$ cat src/rtl/mux_arb_pkg.sv
// Shared definitions for the round-robin 4:1 mux arbiter.
//   N_REQ   : number of requesters sharing the mux
//   IDX_W   : width of a requester index / mux select
//   state_e : arbiter state encoding (ST_IDLE, ST_BUSY)
package mux_arb_pkg;

    localparam int unsigned N_REQ = 4;
    localparam int unsigned IDX_W = 2;

    typedef enum logic {
        ST_IDLE = 1'b0,
        ST_BUSY = 1'b1
    } state_e;

endpackage

$ cat src/rtl/muxi4_1.sv
// Existing 4:1 two-bit multiplexer.
// Ports:
//   i0..i3 : data inputs, 2 bits each
//   s      : select, 2 bits
//   o      : selected input, 2 bits
module muxi4_1 (
    input  logic [1:0] i0,
    input  logic [1:0] i1,
    input  logic [1:0] i2,
    input  logic [1:0] i3,
    input  logic [1:0] s,
    output logic [1:0] o
);

    always_comb begin
        o = i0;
        unique case (s)
            2'd0: o = i0;
            2'd1: o = i1;
            2'd2: o = i2;
            2'd3: o = i3;
            default: o = i0;
        endcase
    end

endmodule

$ cat src/rtl/mux4_rr_arbiter.sv
// Round-robin arbiter sharing muxi4_1 between four requesters and presenting
// the selected word to one consumer over a valid/ready handshake.
// Ports:
//   clk, rst      : clock, synchronous active-high reset
//   req[3:0]      : requester k has a word on ik
//   i0..i3        : requester data (W bits, held while req is high)
//   gnt[3:0]      : one-hot pulse in the cycle the selected word is accepted
//   sel[1:0]      : registered mux select (currently granted index)
//   out_valid     : out_data holds a word for the consumer
//   out_data      : mux output for sel (combinational)
//   out_ready     : consumer accepts when out_valid && out_ready
module mux4_rr_arbiter
    import mux_arb_pkg::*;
#(
    parameter int unsigned W = 2  // must match muxi4_1; only 2 is supported
) (
    input  logic                clk,
    input  logic                rst,
    input  logic [N_REQ-1:0]    req,
    input  logic [W-1:0]        i0,
    input  logic [W-1:0]        i1,
    input  logic [W-1:0]        i2,
    input  logic [W-1:0]        i3,
    output logic [N_REQ-1:0]    gnt,
    output logic [IDX_W-1:0]    sel,
    output logic                out_valid,
    output logic [W-1:0]        out_data,
    input  logic                out_ready
);

    state_e             state_q, state_d;
    logic [IDX_W-1:0]   sel_q, sel_d;
    logic [IDX_W-1:0]   ptr_q, ptr_d;
    logic [IDX_W-1:0]   sel_inc;
    logic [N_REQ-1:0]   sel_oh;
    logic [N_REQ-1:0]   req_masked;

    // First set bit of r searching from index p upward, wrapping 3 -> 0.
    // Rotate so p lands at bit 0, priority-encode the lowest bit, un-rotate.
    function automatic logic [IDX_W-1:0] rr_pick(input logic [N_REQ-1:0] r,
                                                 input logic [IDX_W-1:0] p);
        logic [N_REQ-1:0] rot;
        logic [IDX_W-1:0] idx;
        logic [IDX_W-1:0] off;
        rot = '0;
        off = '0;
        for (int k = 0; k < N_REQ; k++) begin
            idx    = IDX_W'(k) + p;
            rot[k] = r[idx];
        end
        for (int k = N_REQ - 1; k >= 0; k--) begin
            if (rot[k]) off = IDX_W'(k);
        end
        return off + p;
    endfunction

    assign sel_inc    = sel_q + IDX_W'(1);
    assign sel_oh     = N_REQ'(1) << sel_q;
    assign req_masked = req & ~sel_oh;

    always_comb begin
        state_d   = state_q;
        sel_d     = sel_q;
        ptr_d     = ptr_q;
        gnt       = '0;
        out_valid = (state_q == ST_BUSY);

        unique case (state_q)
            ST_IDLE: begin
                if (|req) begin
                    sel_d   = rr_pick(req, ptr_q);
                    state_d = ST_BUSY;
                end
            end
            ST_BUSY: begin
                if (out_ready) begin
                    // Accept wins over a simultaneous withdraw.
                    gnt   = sel_oh;
                    ptr_d = sel_inc;
                    if (|req_masked) begin
                        sel_d = rr_pick(req_masked, sel_inc);
                    end else begin
                        state_d = ST_IDLE;
                    end
                end else if (!req[sel_q]) begin
                    // Withdraw: abandon the word, keep ptr.
                    state_d = ST_IDLE;
                end
            end
            default: state_d = ST_IDLE;
        endcase

        if (rst) gnt = '0;
    end

    always_ff @(posedge clk) begin
        if (rst) begin
            state_q <= ST_IDLE;
            sel_q   <= '0;
            ptr_q   <= '0;
        end else begin
            state_q <= state_d;
            sel_q   <= sel_d;
            ptr_q   <= ptr_d;
        end
    end

    assign sel = sel_q;

    muxi4_1 u_mux (
        .i0 (i0),
        .i1 (i1),
        .i2 (i2),
        .i3 (i3),
        .s  (sel_q),
        .o  (out_data)
    );

endmodule

$ cat config.mk
export PLATFORM = sky130hd
export DESIGN_NAME = mux4_rr_arbiter
export DESIGN_NICKNAME = d
export VERILOG_FILES = /design/src/rtl/mux_arb_pkg.sv /design/src/rtl/muxi4_1.sv /design/src/rtl/mux4_rr_arbiter.sv
export SDC_FILE = /design/constraint.sdc
export NUM_CORES = 1
export LEC_CHECK = 0
export CELL_PAD_IN_SITES_DETAIL_PLACEMENT = 2
export CELL_PAD_IN_SITES_GLOBAL_PLACEMENT = 2
export CORE_MARGIN = 2
export CORE_UTILIZATION = 27
export CTS_BUF_LIST = sky130_fd_sc_hd__clkbuf_2 sky130_fd_sc_hd__clkbuf_4 sky130_fd_sc_hd__clkbuf_8
export CTS_CLUSTER_SIZE = 10
export DETAILED_ROUTE_END_ITERATION = 10
export GPL_ROUTABILITY_DRIVEN = 0
export HOLD_SLACK_MARGIN = 0.03
export PLACE_DENSITY_LB_ADDON = 0.3
export SLEW_MARGIN = 25
export SYNTH_ARGS = -nofsm -noshare
export SYNTH_HDL_FRONTEND = slang
export SYNTH_SLANG_ARGS = --single-unit
$ cat constraint.sdc
create_clock -name clk -period 2.7 [get_ports clk]
set_clock_uncertainty 0.15 [all_clocks]
set_input_delay 0.27 -clock clk [delete_from_list [all_inputs] [get_ports clk]]
set_output_delay 0.27 -clock clk [all_outputs]
set_load 0.05 [all_outputs]
==> metrics.log <==
INFO  metric worstPathArrival = 2.37 ns
INFO  metric cp_data_required_time = 2.67 ns
INFO  metric clock_insertion_delay_worst_skew = 0.24 ns
INFO  metric drt_iter0_drc = 20
INFO  metric regToRegStartpoint = sel[1]
INFO  metric ys.flop_type = dfxtp_1
INFO  metric gr_usage_total = 18.7%
INFO  metric grt_pass1_wl = 4.77 mm
INFO  metric synth-seq-cells = 5
INFO  metric antenna_found_initial = 0
INFO  metric worst_setup_path_start_kind = flop
INFO  metric worst_pin_slew = 0.504 ns
INFO  metric route.detailed.wl_per_inst = 17.6 µm
INFO  metric cellPowerDensity = 544 nW/µm²
INFO  metric cts_clock_pin_slew_for_the_worst_setup_and_hold_paths = 0.04 ns
INFO  metric hold_buf_cts = 0
INFO  metric postSynthNetCount = 119
INFO  metric power.leakage = 0.444 nW
INFO  metric layout_worst_path_cycle_share = 89.2%
INFO  metric syn_avg_cell_area = 8.03 µm²
INFO  metric ios = 24
INFO  metric max_clock_freq = 415 MHz
INFO  metric final_critical_path_setup_slack = 0.291 ns
INFO  metric dpl_cell_area = 1050 µm²
INFO  metric yosys_warnings = 0
INFO  metric netlist_instances = 98
INFO  metric detailroute.wirelength.met2 = 1.43 mm
INFO  metric post-cts-setup-buffer-count = 0
INFO  metric post_cts_resized = 0
INFO  metric maximum_number_of_pins_on_one_net_before_global_route_repair = 13
INFO  metric die_h = 58.0 µm
INFO  metric tritoncts.num_buffers = 3
INFO  metric synthDistinctLibCells = 44
INFO  metric fin_area = 1080 µm²
INFO  metric vias = 876
INFO  metric remaining_drc_errors = 0
INFO  metric final_layout_size_suffix_gt1_share = 23.6%
INFO  metric cts.path.max_buffers = 2
INFO  metric maxCapViolations = 0
INFO  metric synth_top_area_share = 12.7%
INFO  metric core_area = 2760 µm²
INFO  metric final_critical_path_time_including_i_o_delays_and_setup = 2.41 ns
INFO  metric kind_of_cell_with_the_highest_combined_delay_on_the_critical_path = compound AO/OA/AOI/OAI gates
INFO  metric critical-path-slowest-cell = a2111o_1
INFO  metric postRouteWirelength = 2.79 mm
INFO  metric die_area = 3360 µm²
INFO  metric avgViaCountPerCell = 5.54
INFO  metric grt-ovfl-total = 0
INFO  metric crit_type = flop to flop
INFO  metric endpoint_type_of_the_worst_setup_path = flop
INFO  metric timing.critical_path.fanout_max = 6
INFO  metric synth.area.top_cells = dfxtp_1 13%, ha_1 9.5%, a21oi_1 4.5%
INFO  metric critPathBufInv = 1
INFO  metric timing.hold.worst_path_depth = 2
INFO  metric tritoncts = built
INFO  metric setup_repair_after_global_routing_missed_its_margin = false
INFO  metric ant_nets = 0
INFO  metric syn-cell-area = 787 µm²
INFO  metric start_util = 28.5%
INFO  metric cts_max_level = 1
INFO  metric hp-start = ptr_q[1]
INFO  metric outcome = finished, final reports clean
INFO  metric yosysTopAreaCell = dfxtp_1
INFO  metric tns = 0 ns
INFO  metric rows = 19
INFO  metric synth_enable_flop_cells = 0
INFO  metric max_incr_delay_on_cp = 0.44 ns
INFO  metric finish.cell_count_without_fillers = 158
INFO  metric final_nets = 149
INFO  metric post-dp-hpwl = 2.23 mm
INFO  metric hold_viol = 0
INFO  metric pre_cts_slack = 0.193 ns
INFO  metric setup-violations-final = 0
INFO  metric dr.pass1.iters = 4
INFO  metric seq_area_frac_synth = 12.7%
INFO  metric io_buffer_count = 23
INFO  metric async_reset_ff_share = 0%
INFO  metric antenna-diode-count = 0
INFO  metric final-max-slew-violation-count = 0
INFO  metric rr_worst_depth = 8
INFO  metric syn_to_final_growth = 36.7%
INFO  metric fp.dieW = 58.0 µm
INFO  metric cts_root_buffer = clkbuf_4
INFO  metric cts.sinks = 5
INFO  metric route.met3.wl = 36 µm
INFO  metric first_global_vias = 947
INFO  metric holdCritPathClass = flop to flop
INFO  metric timing.reg2reg.setup_slack = 0.29 ns
INFO  metric holdPathEnd = ptr_q[1]
INFO  metric peakVddDrop = 379 µV
INFO  metric routed.top_layer = met4
INFO  metric slew_headroom = 66.3%
INFO  metric crit_chain = inv_1 > ha_1 > nand2b_2 > a2111o_1 > o2111ai_1 > ha_1 > a211oi_1 > a211oi_1
INFO  metric r2r_end = sel[0]
INFO  metric detail_route.wirelength.met1 = 1.31 mm
INFO  metric place.detailed.instances = 154
[area by class of cell]
cell class,count,area [µm²]
repair buffers,30,268
fillers,320,1680
inverters,8,30.0
flip-flops and latches,5,101
well taps,31,38.8
clock buffers,4,30.0
multi-input cells,80,608
[report_power, final]
group	switching, W	internal (W)	total [W]
logic	0.000227	0.000162	0.000389
registers	0.0000153	0.0000851	0.000100
clock network	0.0000298	0.0000658	0.0000956
total	0.000272	0.000313	0.000585
[per-stage QoR]
step | power [W] | util, % | hold slack, ns
floorplan | 0.000369 | - | 0.185
global placement | 0.000478 | 37.9 | 0.395
detailed placement | 0.000489 | 37.9 | 0.417
CTS | 0.000594 | 39.0 | 0.418
global route | 0.000641 | 39.0 | 0.476
finish | 0.000585 | 39.0 | 0.416
[synthesized netlist by cell type, types with 2 or more instances]
master and n:
nor2_1 9, inv_1 8, a21oi_1 7, ha_1 6, dfxtp_1 5, and2_1 4, nor3_1 4, mux2i_1 3
nand2_1 3, a211oi_1 2, a21oi_2 2, a222oi_1 2, a31oi_1 2, buf_6 2, nand2b_2 2, nand3_1 2
nor2_2 2, nor2b_1 2, nor2b_4 2, o2111ai_1 2, o211ai_1 2, o21ai_0 2, o21ai_1 2
[sequential cells by signal, indices dropped and copies added, names as in the netlist]
| signal | flops |
|---|---|
| out_valid | 1 |
| sel | 2 |
| ptr_q | 2 |
[cells in the final DEF (no fill, tap or decap), types with 2 or more instances in the layout]
master and count:
inv_1 8, nor2_1 9, buf_4 13, a211oi_1 2, a21oi_2 2, nor2b_1 2, nand3_1 2, o211ai_1 2
nand2_1 3, clkdlybuf4s50_1 17, o21ai_1 2, and2_1 4, nor3_1 4, nor2_2 2, o2111ai_1 2, o21ai_0 2
dfxtp_1 4, nor2b_4 2, a222oi_1 2, ha_1 6, nand2b_2 2, mux2i_1 3, a21oi_1 7, clkbuf_4 4
a31oi_1 2
[tightest hold or removal path, stage by stage, from the launching register on]
cell and delay, ns:
dfxtp_1 0.37, nand2_1 0.08, a21oi_1 0.06
[worst max path at each step]
stage,startpoint,endpoint,slack [ns],cells after the start
after floorplan,sel[1],sel[1],0.06,9
after global placement,req[0],sel[1],0.20,8
after detailed placement,req[1],sel[0],0.19,8
after CTS,sel[1],sel[0],0.27,8
after global routing,sel[1],sel[0],0.12,9
final,sel[1],sel[0],0.29,8
[kinds of logic after synthesis]
family	Yosys count	synth area share [%]
DFF	5	12.7
buffers and inverters	13	10.0
and+or+nand+nor	36	27.8
xor gates and xnor gates	1	1.11
AOI/OAI and AO/OA	33	31.6
adders and majority gates	6	9.54
muxes	4	7.15
[per-layer routing]
layer  GRT usage [%]  vias up
met2            32.6       10
met3            3.57        3
met1            24.2      438
met4            2.99        0
met5               0        -
li1                -      425
Note: power is estimated with default switching activity, not from simulation.
